**config.mk**
```make
export PLATFORM = sky130hd
export DESIGN_NAME = air_cond_multizone
export DESIGN_NICKNAME = d
export VERILOG_FILES = /design/src/rtl/air_cond_multizone.sv
export SDC_FILE = /design/constraint.sdc
export NUM_CORES = 1
export LEC_CHECK = 0
export CORE_MARGIN = 4
export CORE_UTILIZATION = 35
export DETAILED_ROUTE_END_ITERATION = 12
export PLACE_DENSITY = 0.59
export SKIP_CTS_REPAIR_TIMING = 1
export SYNTH_ARGS = -nofsm -noshare
export SYNTH_HDL_FRONTEND = slang
export SYNTH_SLANG_ARGS = --single-unit
```
**constraint.sdc**
```tcl
create_clock -name clk -period 6.38 [get_ports clk]
set_input_delay 0.638 -clock clk [delete_from_list [all_inputs] [get_ports clk]]
set_output_delay 0.638 -clock clk [all_outputs]
set_load 0.05 [all_outputs]
```
**src/rtl/air_cond_multizone.sv**
```systemverilog
// rtl/air_cond_multizone.sv - N-zone hysteresis heat/cool controller with minimum-dwell protection
module air_cond_multizone #(
    parameter int N_ZONES   = 4,
    parameter int TEMP_W    = 5,
    parameter int HEAT_ON   = 18,
    parameter int TARGET    = 20,
    parameter int COOL_ON   = 22,
    parameter int MIN_DWELL = 4
) (
    input  logic                          clk,
    input  logic                          rst,
    input  logic [1:0]                    mode,
    input  logic [N_ZONES*TEMP_W-1:0]     temperature,
    input  logic [N_ZONES-1:0]            sensor_valid,
    output logic [N_ZONES-1:0]            heating,
    output logic [N_ZONES-1:0]            cooling,
    output logic                          any_heating,
    output logic                          any_cooling,
    output logic [$clog2(N_ZONES+1)-1:0]  heat_count,
    output logic [$clog2(N_ZONES+1)-1:0]  cool_count
);

    localparam int DW = $clog2(MIN_DWELL + 1);
    localparam int CW = $clog2(N_ZONES + 1);

    localparam logic [TEMP_W-1:0] HEAT_ON_T = TEMP_W'(HEAT_ON);
    localparam logic [TEMP_W-1:0] TARGET_T  = TEMP_W'(TARGET);
    localparam logic [TEMP_W-1:0] COOL_ON_T = TEMP_W'(COOL_ON);
    localparam logic [DW-1:0]     DWELL_LD  = DW'(MIN_DWELL - 1);

    typedef enum logic [1:0] {
        IDLE    = 2'd0,
        HEATING = 2'd1,
        COOLING = 2'd2
    } zone_state_t;

    zone_state_t         state_q [N_ZONES];
    zone_state_t         state_d [N_ZONES];
    logic [DW-1:0]       dwell_q [N_ZONES];
    logic [DW-1:0]       dwell_d [N_ZONES];
    logic [TEMP_W-1:0]   temp_z  [N_ZONES];

    logic                heat_allow;
    logic                cool_allow;
    logic [N_ZONES-1:0]  heat_next;
    logic [N_ZONES-1:0]  cool_next;
    logic [CW-1:0]       heat_cnt_next;
    logic [CW-1:0]       cool_cnt_next;

    assign heat_allow = mode[0];
    assign cool_allow = mode[1];

    // Split the flat temperature bus into per-zone samples
    for (genvar g = 0; g < N_ZONES; g++) begin : g_temp
        assign temp_z[g] = temperature[g*TEMP_W +: TEMP_W];
    end

    // Per-zone next state and dwell; mode-forced exits bypass the dwell hold
    always_comb begin
        for (int i = 0; i < N_ZONES; i++) begin
            state_d[i] = state_q[i];
            case (state_q[i])
                IDLE: begin
                    if (sensor_valid[i] && dwell_q[i] == '0) begin
                        if (heat_allow && temp_z[i] <= HEAT_ON_T) begin
                            state_d[i] = HEATING;
                        end else if (cool_allow && temp_z[i] >= COOL_ON_T) begin
                            state_d[i] = COOLING;
                        end
                    end
                end
                HEATING: begin
                    if (!heat_allow) begin
                        state_d[i] = IDLE;
                    end else if (sensor_valid[i] && dwell_q[i] == '0 && temp_z[i] >= TARGET_T) begin
                        state_d[i] = IDLE;
                    end
                end
                COOLING: begin
                    if (!cool_allow) begin
                        state_d[i] = IDLE;
                    end else if (sensor_valid[i] && dwell_q[i] == '0 && temp_z[i] <= TARGET_T) begin
                        state_d[i] = IDLE;
                    end
                end
                default: state_d[i] = IDLE;
            endcase

            if (state_d[i] != state_q[i]) begin
                dwell_d[i] = DWELL_LD;
            end else if (dwell_q[i] != '0) begin
                dwell_d[i] = dwell_q[i] - DW'(1);
            end else begin
                dwell_d[i] = '0;
            end
        end
    end

    // Aggregates are derived from next state so they line up with heating/cooling
    always_comb begin
        heat_next     = '0;
        cool_next     = '0;
        heat_cnt_next = '0;
        cool_cnt_next = '0;
        for (int i = 0; i < N_ZONES; i++) begin
            heat_next[i] = (state_d[i] == HEATING);
            cool_next[i] = (state_d[i] == COOLING);
            if (state_d[i] == HEATING) begin
                heat_cnt_next = heat_cnt_next + CW'(1);
            end
            if (state_d[i] == COOLING) begin
                cool_cnt_next = cool_cnt_next + CW'(1);
            end
        end
    end

    // Zone state and dwell registers
    always_ff @(posedge clk) begin
        for (int i = 0; i < N_ZONES; i++) begin
            if (rst) begin
                state_q[i] <= IDLE;
                dwell_q[i] <= '0;
            end else begin
                state_q[i] <= state_d[i];
                dwell_q[i] <= dwell_d[i];
            end
        end
    end

    // Registered drive and summary outputs
    always_ff @(posedge clk) begin
        if (rst) begin
            heating     <= '0;
            cooling     <= '0;
            any_heating <= 1'b0;
            any_cooling <= 1'b0;
            heat_count  <= '0;
            cool_count  <= '0;
        end else begin
            heating     <= heat_next;
            cooling     <= cool_next;
            any_heating <= |heat_next;
            any_cooling <= |cool_next;
            heat_count  <= heat_cnt_next;
            cool_count  <= cool_cnt_next;
        end
    end

endmodule

```
* After elaboration in Yosys (flattened, before gate mapping)
Memories as Yosys holds them, arrays and structs flattened. Index checks and enable logic that the tools add are counted.
Word-level totals: bits in registers 16, latch bits 0, bits in writable memories 20, memory bits (read-only) 0, input port bits 28, output and inout bits 16, word-level logic and storage cells 155, memories kept 2
Cells by class: add/sub/neg operators 10, $mul 0, divide/modulo/power cells 0, $lt $le $gt $ge 16, eq/ne operators 20, shift operators 0, multiplexer cells 59, bitwise gates (word level) 8, reductions and logical operators 34
Memories:
- dwell_q | depth 4, width 3, read ports 4, clocked after Yosys merged registers in 0, write ports 4, line 39 | logic [DW-1:0] dwell_q [N_ZONES];
- state_q | depth 4, width 2, read ports 4, clocked after Yosys merged registers in 0, write ports 4, line 37 | zone_state_t state_q [N_ZONES];
Operators with widths (count):
- 2-bit two-way mux | 32
- 3-bit two-way mux | 18
- 5-bit >= comparator, second input constant | 8
- 5-bit less-or-equal comparator, second input constant | 8
- 2-bit one-hot mux with 3 select lines | 4
- 1-bit logical AND | 20
- 3-bit by 1-bit adder with 3-bit output, second input constant | 6
- 2-bit by 1-bit == test with 1-bit output, second input constant | 8
- 2-bit == test, second input constant | 8
- 3-bit logical NOT | 4
- 3-bit nonzero test | 4
- 3-bit by 1-bit subtractor with 3-bit output, second input constant | 4
- 2-bit logical NOT | 4
- 2-bit != test | 4
- 1-bit bitwise OR | 8
- 4-bit OR reduction | 2
- 1-bit two-way mux | 5

* Logic depth before layout (Yosys ltp)
An unclocked memory read counts as a cell.
word-level depth 15, depth in mapped cells 13, gate-level depth less buffers 12

* Worst setup path before layout
OpenSTA, ideal clock, no wires.
path type input -> register, start point input port sensor_valid[1], end point register cool_count[2], library setup time 70 ps, arrival 3213 ps, data required time 6310 ps, path slack 3096 ps, stages 13, path buffers 1, cells stage by stage or4b_2 clkbuf_1 nor3_1 o21ai_0 a21oi_1 inv_1 ha_1 a21o_2 nand2_1 ha_1 inv_1 or4_1 a21oi_1
On the way: cells in the longest elaborated chain, start to end 11, elaborated cells between the ends (all ways) 15, those cells by class 2 x add/sub; 1 x eq/ne; 9 x mux; 3 x reduce/logical
Ends and longest elaborated chain:
- start, declared | line 14 | input logic [N_ZONES-1:0] sensor_valid,
- 1-bit logical AND * | line 64, 75, 82
- 1-bit logical AND, on equally long branches | line 82, 75
- 2-bit two-way mux, on equally long branches | line 82, 75
- 2-bit two-way mux, on equally long branches | line 80, 73
- 2-bit one-hot mux with 3 select lines * | line 62 | case (state_q[i])
- 2-bit == test *
- named net cool_next[1] | line 46 | logic [N_ZONES-1:0] cool_next;
- 3-bit two-way mux * | line 111 | if (state_d[i] == COOLING) begin
- 3-bit by 1-bit adder with 3-bit output | line 112 | cool_cnt_next = cool_cnt_next + CW'(1);
- 3-bit two-way mux * | line 111
- 3-bit by 1-bit adder with 3-bit output | line 112
- 3-bit two-way mux * | line 111
- end signal, assigned | line 145 | cool_count <= cool_cnt_next;
- end, declared | line 20 | output logic [$clog2(N_ZONES+1)-1:0] cool_count
Mark *: on every way through the listed nets, which the timed path passes. The rest lies on a longest branch. A chain may end at the register's enable or synchronous reset.

* Final worst setup path
Ends and elaborated chain as after synthesis.

==> summary.md <==
| Metric | Value |
|---|---|
| Peak VDD IR | 0.0910 mV |
| CTS buffer count | 5 |
| Largest net degree at the start of global routing | 36 |
| Worst rel slew slack | 63.4% |
| Number of flops mapped to enable cells by yosys | 0 |
| Drt pass-1 iters | 5 |
| Area leader, netlist | dfxtp_1 |
| Unrepaired setup endpoints after global routing | no |
| Comb pwr share | a little under a quarter |
| Hold Path Class | reg2reg |
| Hold Fails Final Rpt | 0 |
| R2R setup slack | 3190 ps |
| Synth cell count leaders | dfxtp_1 (36), nor2_1 (25), a21oi_1 (15), nand2_1 (14), inv_1 (12) |
| Layout cell share with drive strength beyond 1 | 7.87% |
| Register area share after synthesis | 38.0% |
| Syn_nets | 253 |
| DR vias | 1747 |
| Fmax | 0.278 GHz |
| Number of remaining DRC errors | 0 |
| Cell variety after synth | 53 |
| Hold Path Origin | dwell_q[1][2]$_SDFF_PP0_ |
| Root buffer cell | clkbuf_8 |
| Antenna violation net count after detailed routing | 0 |
| Power Total | 585 µW |
| Final Max Slew Viols | 0 |
| CTS max path bufs | 2 |
| Nets | 300 |
| Register-to-Register Path Depth | 12 |
| Layout area overhead | 32.8% |
| Mapped Cells | approximately 220 |
| Worst Path Required | 6600 ps |
| Number of global-route vias before repair | 1654 |
| Initial Util | between 30% and 40% |
| Ys Warns | 0 |
| Main synth FF type | dfxtp_1 |
| Share of power burned in registers | 42.4% |
| Crit path kind | in2reg |
| Worst Hold Depth | 1 |
| Final setup fails | 0 |
| MaxCap Viol Count | 0 |
| Internal power | 415 µW |
| Hold Path Sink | dwell_q[1][2]$_SDFF_PP0_ |
| Crit end category | flop |
| Avg Inst Size Synth | 8.67 µm² |
| Period utilization | 56.3% |
| Number of placed I/O pins | 44 |
| First-pass GRT wire length | approximately 7.1 mm |
| P_leak | 0.952 nW |
| Synth Register Bits | 36 |
| Final setup TNS | 0 ps |
| Switching Share | roughly 29% |
| Worst Setup Start Kind | input port |
| CTS tree | done |
| Clock-pin transition on the worst setup and hold timing paths | 70 ps |
| CP arrival | 3810 ps |
| Switching power | 170 µW |
| Share of Yosys cell area claimed by the top area cell type | 38.0% |
| Initial antenna violation count | 0 |
| Detailed placer's ending HPWL | about 3.2 mm |
| Crit path time final | 3590 ps |
| Clk_skew | 5.37 ps |
| Clock group share of total power | 33.8% |
| Clock Latency Late Sink | 290 ps |
| Clk sinks | 36 |
| Die ar. | 6670 µm² |
| Synth area leaders | dfxtp_1 (38%), nor2_1 (4.9%), a21oi_1 (4.0%), ha_1 (4.0%), nand2_1 (2.8%) |
| Drt total wl | 4.21 mm |
| Routability Congestion | 0.839 |
| Vias per cell | approximately 5.2 |
| Worst slew pin tran | 541 ps |
| Power per cell area | 232 nW/µm² |
| Cell row count | 26 |
| Reg2reg start | dwell_q[1][1]$_SDFF_PP0_ |
| Die height | 81.6 µm |
| CORE AREA | about 5200 µm² |
| FF-to-FF End | cool_count[2]$_SDFF_PP0_ |
| Async set-reset flop share out of synthesis | 0% |
| Cell with the most instances after synthesis | dfxtp_1 |
| Critical-path maximum fanout | 7 |
| GRT overflow | 0 |
| Status | complete, no violations |
| Overall routing resource usage | 13.5% |
| Depth of the CTS H-tree | 2 |
| N_diodes | 0 |
| Initial DRC count | 100 |
| Port buffer count | 43 |
| Routed wire per std cell | roughly 13 µm |
| Mapped Area | ~1900 µm² |
| Chip width | 81.6 µm |
[worst max-delay path by stage]
stage / cells after the start / slack (ps) / from / end
3_3_place_gp: 13 / 2550 / sensor_valid[1] / cool_count[2]$_SDFF_PP0_
5_1_grt: 13 / 2570 / sensor_valid[1] / cool_count[2]$_SDFF_PP0_
6_report: 13 / 2790 / sensor_valid[1] / cool_count[2]$_SDFF_PP0_
4_1_cts: 13 / 2750 / sensor_valid[1] / cool_count[2]$_SDFF_PP0_
2_1_floorplan: 13 / 3100 / sensor_valid[1] / cool_count[2]$_SDFF_PP0_
3_5_place_dp: 13 / 2470 / sensor_valid[1] / cool_count[2]$_SDFF_PP0_
[stage by stage]
stage               cell area [µm²]  setup WS (ps)  hold WS (ps)  utilization [%]  instances
finish                         2520           2790           496             48.7        337
floorplan                      1900           3100           466                -        219
detailed placement             2410           2470           490             46.6        329
global placement               2410           2550           498             46.6        329
global route                   2520           2570           515             48.7        337
CTS                            2520           2750           504             48.7        337
[critical path, stage by stage]
cell,delay [ps]
clkdlybuf4s50_1,450
or4b_2,670
nor3_1,190
o21ai_0,90
a21oi_1,270
inv_1,80
ha_1,310
a21o_2,220
nand2_1,70
ha_1,130
inv_1,40
or4_1,510
a21oi_1,140
[area by class of cell]
| class | instances | area (µm²) |
|---|---|---|
| fillers | 502 | 2650 |
| multi-input cells | 167 | 1120 |
| flip-flops and latches | 36 | 721 |
| repair buffers | 44 | 438 |
| well taps | 70 | 87.6 |
| clock buffers | 5 | 68.8 |
| inverters | 12 | 45.0 |
| clock inverters | 3 | 42.5 |
[metal layers]
metal,global-route usage (%),vias to the layer above,share of wire [%]
met3,3.84,9,6.6
met2,22.3,52,44
met1,16.9,775,48
met5,0,-,0
li1,-,911,-
met4,4.49,0,1.4
[cells in the final DEF, fill, tap and decap left out, types with 6 or more instances in the layout]
cell type	count
dfxtp_1	36
nor2b_1	8
ha_1	6
nand2b_1	8
nand2_1	14
o21ai_0	8
inv_1	12
a21oi_1	15
a31oi_1	8
nor2_1	25
clkdlybuf4s50_1	43
[registers in the layout, summed over array words and instances, names as in the netlist]
| signal | cells |
|---|---|
| state_q | 8 |
| cooling | 4 |
| heat_count | 3 |
| dwell_q | 12 |
| heating | 4 |
| any_cooling | 1 |
| any_heating | 1 |
| cool_count | 3 |
[power by group through the flow]
stage / combinational, mW / clock (mW) / sequential (mW)
after floorplan: 0.0685 / 0 / 0.275
after global placement: 0.139 / 0 / 0.254
after detailed placement: 0.140 / 0 / 0.254
after CTS: 0.140 / 0.203 / 0.248
after global routing: 0.154 / 0.215 / 0.251
final: 0.139 / 0.198 / 0.248
[cell families after synthesis]
group	count (synthesis)	synth area share, %
compound gates	67	25.7
fa+ha+maj	6	3.96
mux	2	1.05
flops	36	38.0
buf+inv	16	3.16
simple gates	91	27.7
xor+xnor	1	0.462
(Power assumes the default switching activity.)
